===== src/rtl/cipher_frame_rx_pkg.sv =====
// Shared definitions for the LFSR stream-cipher path (transmit and receive).
package cipher_pkg;

  // Feedback taps for x^8+x^6+x^5+x^4+1 in Fibonacci form: bits 7,5,4,3
  localparam logic [7:0] LFSR_TAPS     = 8'b1011_1000;
  // An all-zero seed would lock the LFSR, so it is replaced by this value
  localparam logic [7:0] SEED_ZERO_SUB = 8'h01;

  typedef enum logic [1:0] {
    S_SEED = 2'd0,
    S_LEN  = 2'd1,
    S_DATA = 2'd2
  } rx_state_t;

  // One keystream step: shift left, feed the XOR of the tapped bits into bit 0
  function automatic logic [7:0] lfsr_next(input logic [7:0] cur);
    return {cur[6:0], ^(cur & LFSR_TAPS)};
  endfunction

endpackage


===== src/rtl/cipher_frame_rx_byte_fifo.sv =====
// Small synchronous FIFO with flush; full/empty are registered so that
// upstream ready logic sees a clean flop output.
module byte_fifo #(
  parameter int DEPTH = 4,
  parameter int WIDTH = 9
) (
  input  logic             clk,
  input  logic             rst_n,
  input  logic             flush,
  input  logic             push,
  input  logic [WIDTH-1:0] wdata,
  input  logic             pop,
  output logic [WIDTH-1:0] rdata,
  output logic             full,
  output logic             empty
);

  localparam int AW = $clog2(DEPTH);

  logic [WIDTH-1:0] mem [DEPTH];
  logic [AW-1:0]    wr_ptr;
  logic [AW-1:0]    rd_ptr;
  logic [AW:0]      count;
  logic [AW:0]      count_next;
  logic             do_push;
  logic             do_pop;

  // A push into a full FIFO is refused even when a pop happens alongside it
  assign do_push = push && !full;
  assign do_pop  = pop && !empty;

  // Head is forced to zero while empty so stale entries never leak out
  assign rdata = empty ? '0 : mem[rd_ptr];

  // Occupancy after this cycle's push/pop
  always_comb begin
    count_next = count;
    if (do_push && !do_pop) begin
      count_next = count + 1'b1;
    end else if (do_pop && !do_push) begin
      count_next = count - 1'b1;
    end
  end

  // Pointers, count and flags; reset and flush both empty the FIFO
  always_ff @(posedge clk) begin
    if (!rst_n || flush) begin
      wr_ptr <= '0;
      rd_ptr <= '0;
      count  <= '0;
      full   <= 1'b0;
      empty  <= 1'b1;
    end else begin
      if (do_push) begin
        wr_ptr <= wr_ptr + 1'b1;
      end
      if (do_pop) begin
        rd_ptr <= rd_ptr + 1'b1;
      end
      count <= count_next;
      full  <= (count_next == (AW + 1)'(DEPTH));
      empty <= (count_next == '0);
    end
  end

  // Storage array; contents need no reset because rdata is gated by empty
  always_ff @(posedge clk) begin
    if (do_push) begin
      mem[wr_ptr] <= wdata;
    end
  end

endmodule


===== src/rtl/cipher_frame_rx.sv =====
// Receive-side frame decryptor: parses seed/length/payload, regenerates the
// keystream from the in-band seed and queues plaintext bytes for the consumer.
module cipher_frame_rx #(
  parameter int DEPTH = 4
) (
  input  logic       clk,
  input  logic       rst_n,
  input  logic       in_valid,
  output logic       in_ready,
  input  logic [7:0] in_data,
  input  logic       abort,
  output logic       out_valid,
  input  logic       out_ready,
  output logic [7:0] out_data,
  output logic       out_last,
  output logic       busy,
  output logic       frame_done
);

  import cipher_pkg::*;

  rx_state_t  state;
  rx_state_t  state_next;
  logic [7:0] lfsr;
  logic [7:0] remaining;
  logic       accept;
  logic       push;
  logic       done_next;
  logic       fifo_full;
  logic       fifo_empty;
  logic [8:0] fifo_head;

  // Next-state, handshake and completion decode; abort overrides everything
  always_comb begin
    state_next = state;
    in_ready   = 1'b0;
    accept     = 1'b0;
    push       = 1'b0;
    done_next  = 1'b0;
    case (state)
      S_SEED: begin
        in_ready = !abort;
        accept   = in_valid && in_ready;
        if (accept) begin
          state_next = S_LEN;
        end
      end
      S_LEN: begin
        in_ready = !abort;
        accept   = in_valid && in_ready;
        if (accept) begin
          if (in_data == 8'd0) begin
            done_next  = 1'b1;
            state_next = S_SEED;
          end else begin
            state_next = S_DATA;
          end
        end
      end
      S_DATA: begin
        in_ready = !abort && !fifo_full;
        accept   = in_valid && in_ready;
        if (accept) begin
          push = 1'b1;
          if (remaining == 8'd1) begin
            done_next  = 1'b1;
            state_next = S_SEED;
          end
        end
      end
      default: begin
        state_next = S_SEED;
      end
    endcase
    if (abort) begin
      state_next = S_SEED;
    end
  end

  // State register and the registered one-cycle completion pulse
  always_ff @(posedge clk) begin
    if (!rst_n) begin
      state      <= S_SEED;
      frame_done <= 1'b0;
    end else begin
      state      <= state_next;
      frame_done <= done_next;
    end
  end

  // Keystream generator and payload byte counter
  always_ff @(posedge clk) begin
    if (!rst_n) begin
      lfsr      <= 8'h00;
      remaining <= 8'd0;
    end else if (abort) begin
      remaining <= 8'd0;
    end else if (accept) begin
      case (state)
        S_SEED: lfsr <= (in_data == 8'h00) ? SEED_ZERO_SUB : in_data;
        S_LEN:  remaining <= in_data;
        S_DATA: begin
          lfsr      <= lfsr_next(lfsr);
          remaining <= remaining - 8'd1;
        end
        default: begin
          lfsr <= lfsr;
        end
      endcase
    end
  end

  byte_fifo #(
    .DEPTH(DEPTH),
    .WIDTH(9)
  ) u_fifo (
    .clk   (clk),
    .rst_n (rst_n),
    .flush (abort),
    .push  (push),
    .wdata ({remaining == 8'd1, in_data ^ lfsr}),
    .pop   (out_ready),
    .rdata (fifo_head),
    .full  (fifo_full),
    .empty (fifo_empty)
  );

  assign out_valid = !fifo_empty;
  assign out_data  = fifo_head[7:0];
  assign out_last  = fifo_head[8];
  assign busy      = (state != S_SEED);

endmodule

===== config.mk =====
export PLATFORM = sky130hd
export DESIGN_NAME = cipher_frame_rx
export DESIGN_NICKNAME = d
export VERILOG_FILES = /design/src/rtl/cipher_frame_rx_pkg.sv /design/src/rtl/cipher_frame_rx_byte_fifo.sv /design/src/rtl/cipher_frame_rx.sv
export SDC_FILE = /design/constraint.sdc
export NUM_CORES = 1
export LEC_CHECK = 0
export CORE_UTILIZATION = 60
export DETAILED_ROUTE_END_ITERATION = 10
export GPL_TIMING_DRIVEN = 1
export PLACE_DENSITY = 0.83
export SYNTH_ARGS = -nofsm -noshare
export SYNTH_HDL_FRONTEND = slang
export SYNTH_SLANG_ARGS = --single-unit

===== constraint.sdc =====
create_clock -name clk -period 5.2 [get_ports clk]
set_clock_uncertainty 0.05 [all_clocks]
set_input_delay 0.78 -clock clk [delete_from_list [all_inputs] [get_ports clk]]
set_output_delay 0.78 -clock clk [all_outputs]
set_load 0.01 [all_outputs]

==> run metrics <==
CP startpoint kind flop; Detail Route Antenna Nets 0; Pleak 0.00134 uW; worst r2r src state[0]; FILL cells 362; Primary FF master, synth edfxtp_1; CTS HTree Levels 3; Die Span Y 75.0 um; Worst R2R Setup Slack 2.87 ns; cells on worst reg2reg path 7; Critical Path Sink Type primary output; largest net degree at the start of global routing 28; FF+latch count, synth 66; core area 5110 um2; WP data required 4.37 ns; GR Overflow Total 0; synth warn 0; Async SR Flop Fraction 0%; share of layout cells above drive strength 1 9.77%; CP arrival 2.27 ns; worst-margin pin slew 0.736 ns; Mapped Cells 277; final hold violation count 0; worst vdd ir 146 uV; Worst slew margin 51.0%; end of the critical path out_data[1]; Clk Latency, worst-skew pair 0.34 ns; WL final 5980 um; CTS root buffer clkbuf_8; most common cell after layout, fill and taps aside edfxtp_1; most frequent cells in the layout edfxtp_1, dfxtp_1, clkdlybuf4s50_1, a21oi_1, nand2_1; FMAX 323 MHz; total nets after synthesis 303; overall power 1030 uW; final total negative setup slack 0 ns; register area share after synthesis 52.5%; initial antenna violation count 0; hold_ws 0.447 ns; Vias 2205; DR vias/cell 5.85; outcome finished clean; Post-CTS Setup Inserts 0; Slew Viols, Final 0; Final min period 3.10 ns; number of diodes 0; Worst-path clk slew 0.07 ns; max cap viols 0; Setup WS post-layout 2.10 ns; RR Endpoint u_fifo.empty; Starting Density 62.7%; Rows 26; RSZ-0062 raised after global routing false; power per standard cell area 280 nW/um2; vias in the first global route 2085; final design utilization 72.0%; Synth cell types 49; IO Pins 26; EDFF count, synth 36; Residual DRC 0; first-pass GRT wire length 9650 um; clock sinks 66; Die Width 75.0 um; clock tree from TritonCTS built; DP Worst Slack 2.17 ns; # setup viols final 0; initial DRC count 129; CTS Hold Bufs 0; die area 5630 um2; CTS Buf Count 9; Pre-antenna DRT Iters 4; Area Overhead vs Synth 14.9%; crit share post-route 59.6%; clk buf depth 2; post-CTS sizing 0; DR WL/cell 15.9 um; Post-Syn Area per Cell 11.6 um2; Crit Path Max Fanout 9; Total GRT Usage 24.1%; Tightest Hold Check Type reg2reg; CP Class reg2out; port bufs 25; Synth Cell Area 3200 um2; fin nets 328; HPWL Detailed 4320 um; RePlAce Congestion 0.911
metrics by stage:
stage | cells | cell area (um2)
2_1_floorplan | 277 | 3200
3_3_place_gp | 361 | 3490
3_5_place_dp | 361 | 3490
4_1_cts | 377 | 3680
5_1_grt | 377 | 3680
6_report | 377 | 3680
cell usage after synthesis, drive strengths merged, types with 2 or more instances:
library cell | count | area (um2)
nor3 | 5 | 25.0
xor2 | 9 | 78.8
nand2 | 18 | 67.6
and2b | 2 | 15.0
clkbuf | 5 | 20.0
and2 | 13 | 81.3
o41ai | 2 | 17.5
nand2b | 4 | 25.0
xnor2 | 7 | 61.3
a31oi | 3 | 18.8
nor2 | 14 | 52.6
o2111ai | 2 | 17.5
nor4 | 5 | 46.3
or2 | 2 | 12.5
ha | 13 | 163
o211ai | 3 | 22.5
inv | 14 | 52.6
o21ai | 13 | 65.1
buf | 7 | 33.8
dfxtp | 30 | 601
a21oi | 19 | 95.1
and3 | 4 | 25.0
or3 | 2 | 12.5
o211a | 7 | 70.1
mux4 | 9 | 203
edfxtp | 36 | 1080
o21a | 2 | 15.0
a211oi | 2 | 15.0
nor2b | 9 | 56.3
worst max-delay path: stages, from the launching register on:
cell	delay, ns
dfxtp_1	0.70
mux4_2	0.58
and2_1	0.18
clkdlybuf4s50_1	0.47
layout make-up:
type | instances | area [um2] | area share, %
clock inverters | 6 | 57.6 | 1.57
well taps | 70 | 87.6 | 2.38
inverters | 14 | 52.6 | 1.43
multi-input cells | 185 | 1410 | 38.4
clock buffers | 10 | 128 | 3.47
repair buffers | 26 | 258 | 7.01
flip-flops and latches | 66 | 1680 | 45.7
state kept, by name, indices dropped and copies added (netlist names), named ones only:
signal         cells
u_fifo.mem        36
u_fifo.empty       1
u_fifo.wr_ptr      2
u_fifo.full        1
frame_done         1
u_fifo.rd_ptr      2
lfsr               8
remaining          8
u_fifo.count       3
state              2
kinds of logic (layout without fill, tap and decap cells):
family | count (synthesis) | after routing | share of synthesized area (%)
compound gates | 60 | 60 | 12.5
buf+inv | 26 | 56 | 3.32
mux | 9 | 9 | 6.33
xor+xnor | 16 | 16 | 4.38
flops | 66 | 66 | 52.5
simple gates | 86 | 86 | 15.6
fa+ha+maj | 14 | 14 | 5.39
metal layers:
metal  track usage [%]  share of wire (%)  up-vias
met5                 0                  0        -
met4              10.1                2.0        0
met3              6.69                5.1       14
met2              39.8                 49       62
met1              29.9                 44     1062
li1                  -                  -     1067
where the power goes:
group | internal [uW] | total, uW | switching (uW)
combinational | 26.6 | 60.7 | 34.1
sequential | 557 | 562 | 4.79
clock | 218 | 409 | 191
worst min path at each step:
stage,from,endpoint,slack (ns),cells after the start
after floorplan,remaining[7],remaining[7],0.41,2
after CTS,remaining[7],remaining[7],0.45,2
after detailed placement,remaining[7],remaining[7],0.43,2
after global placement,remaining[7],remaining[7],0.43,2
final,remaining[7],remaining[7],0.45,2
after global routing,remaining[7],remaining[7],0.46,2
No activity file was read; power rests on OpenSTA's default activity.
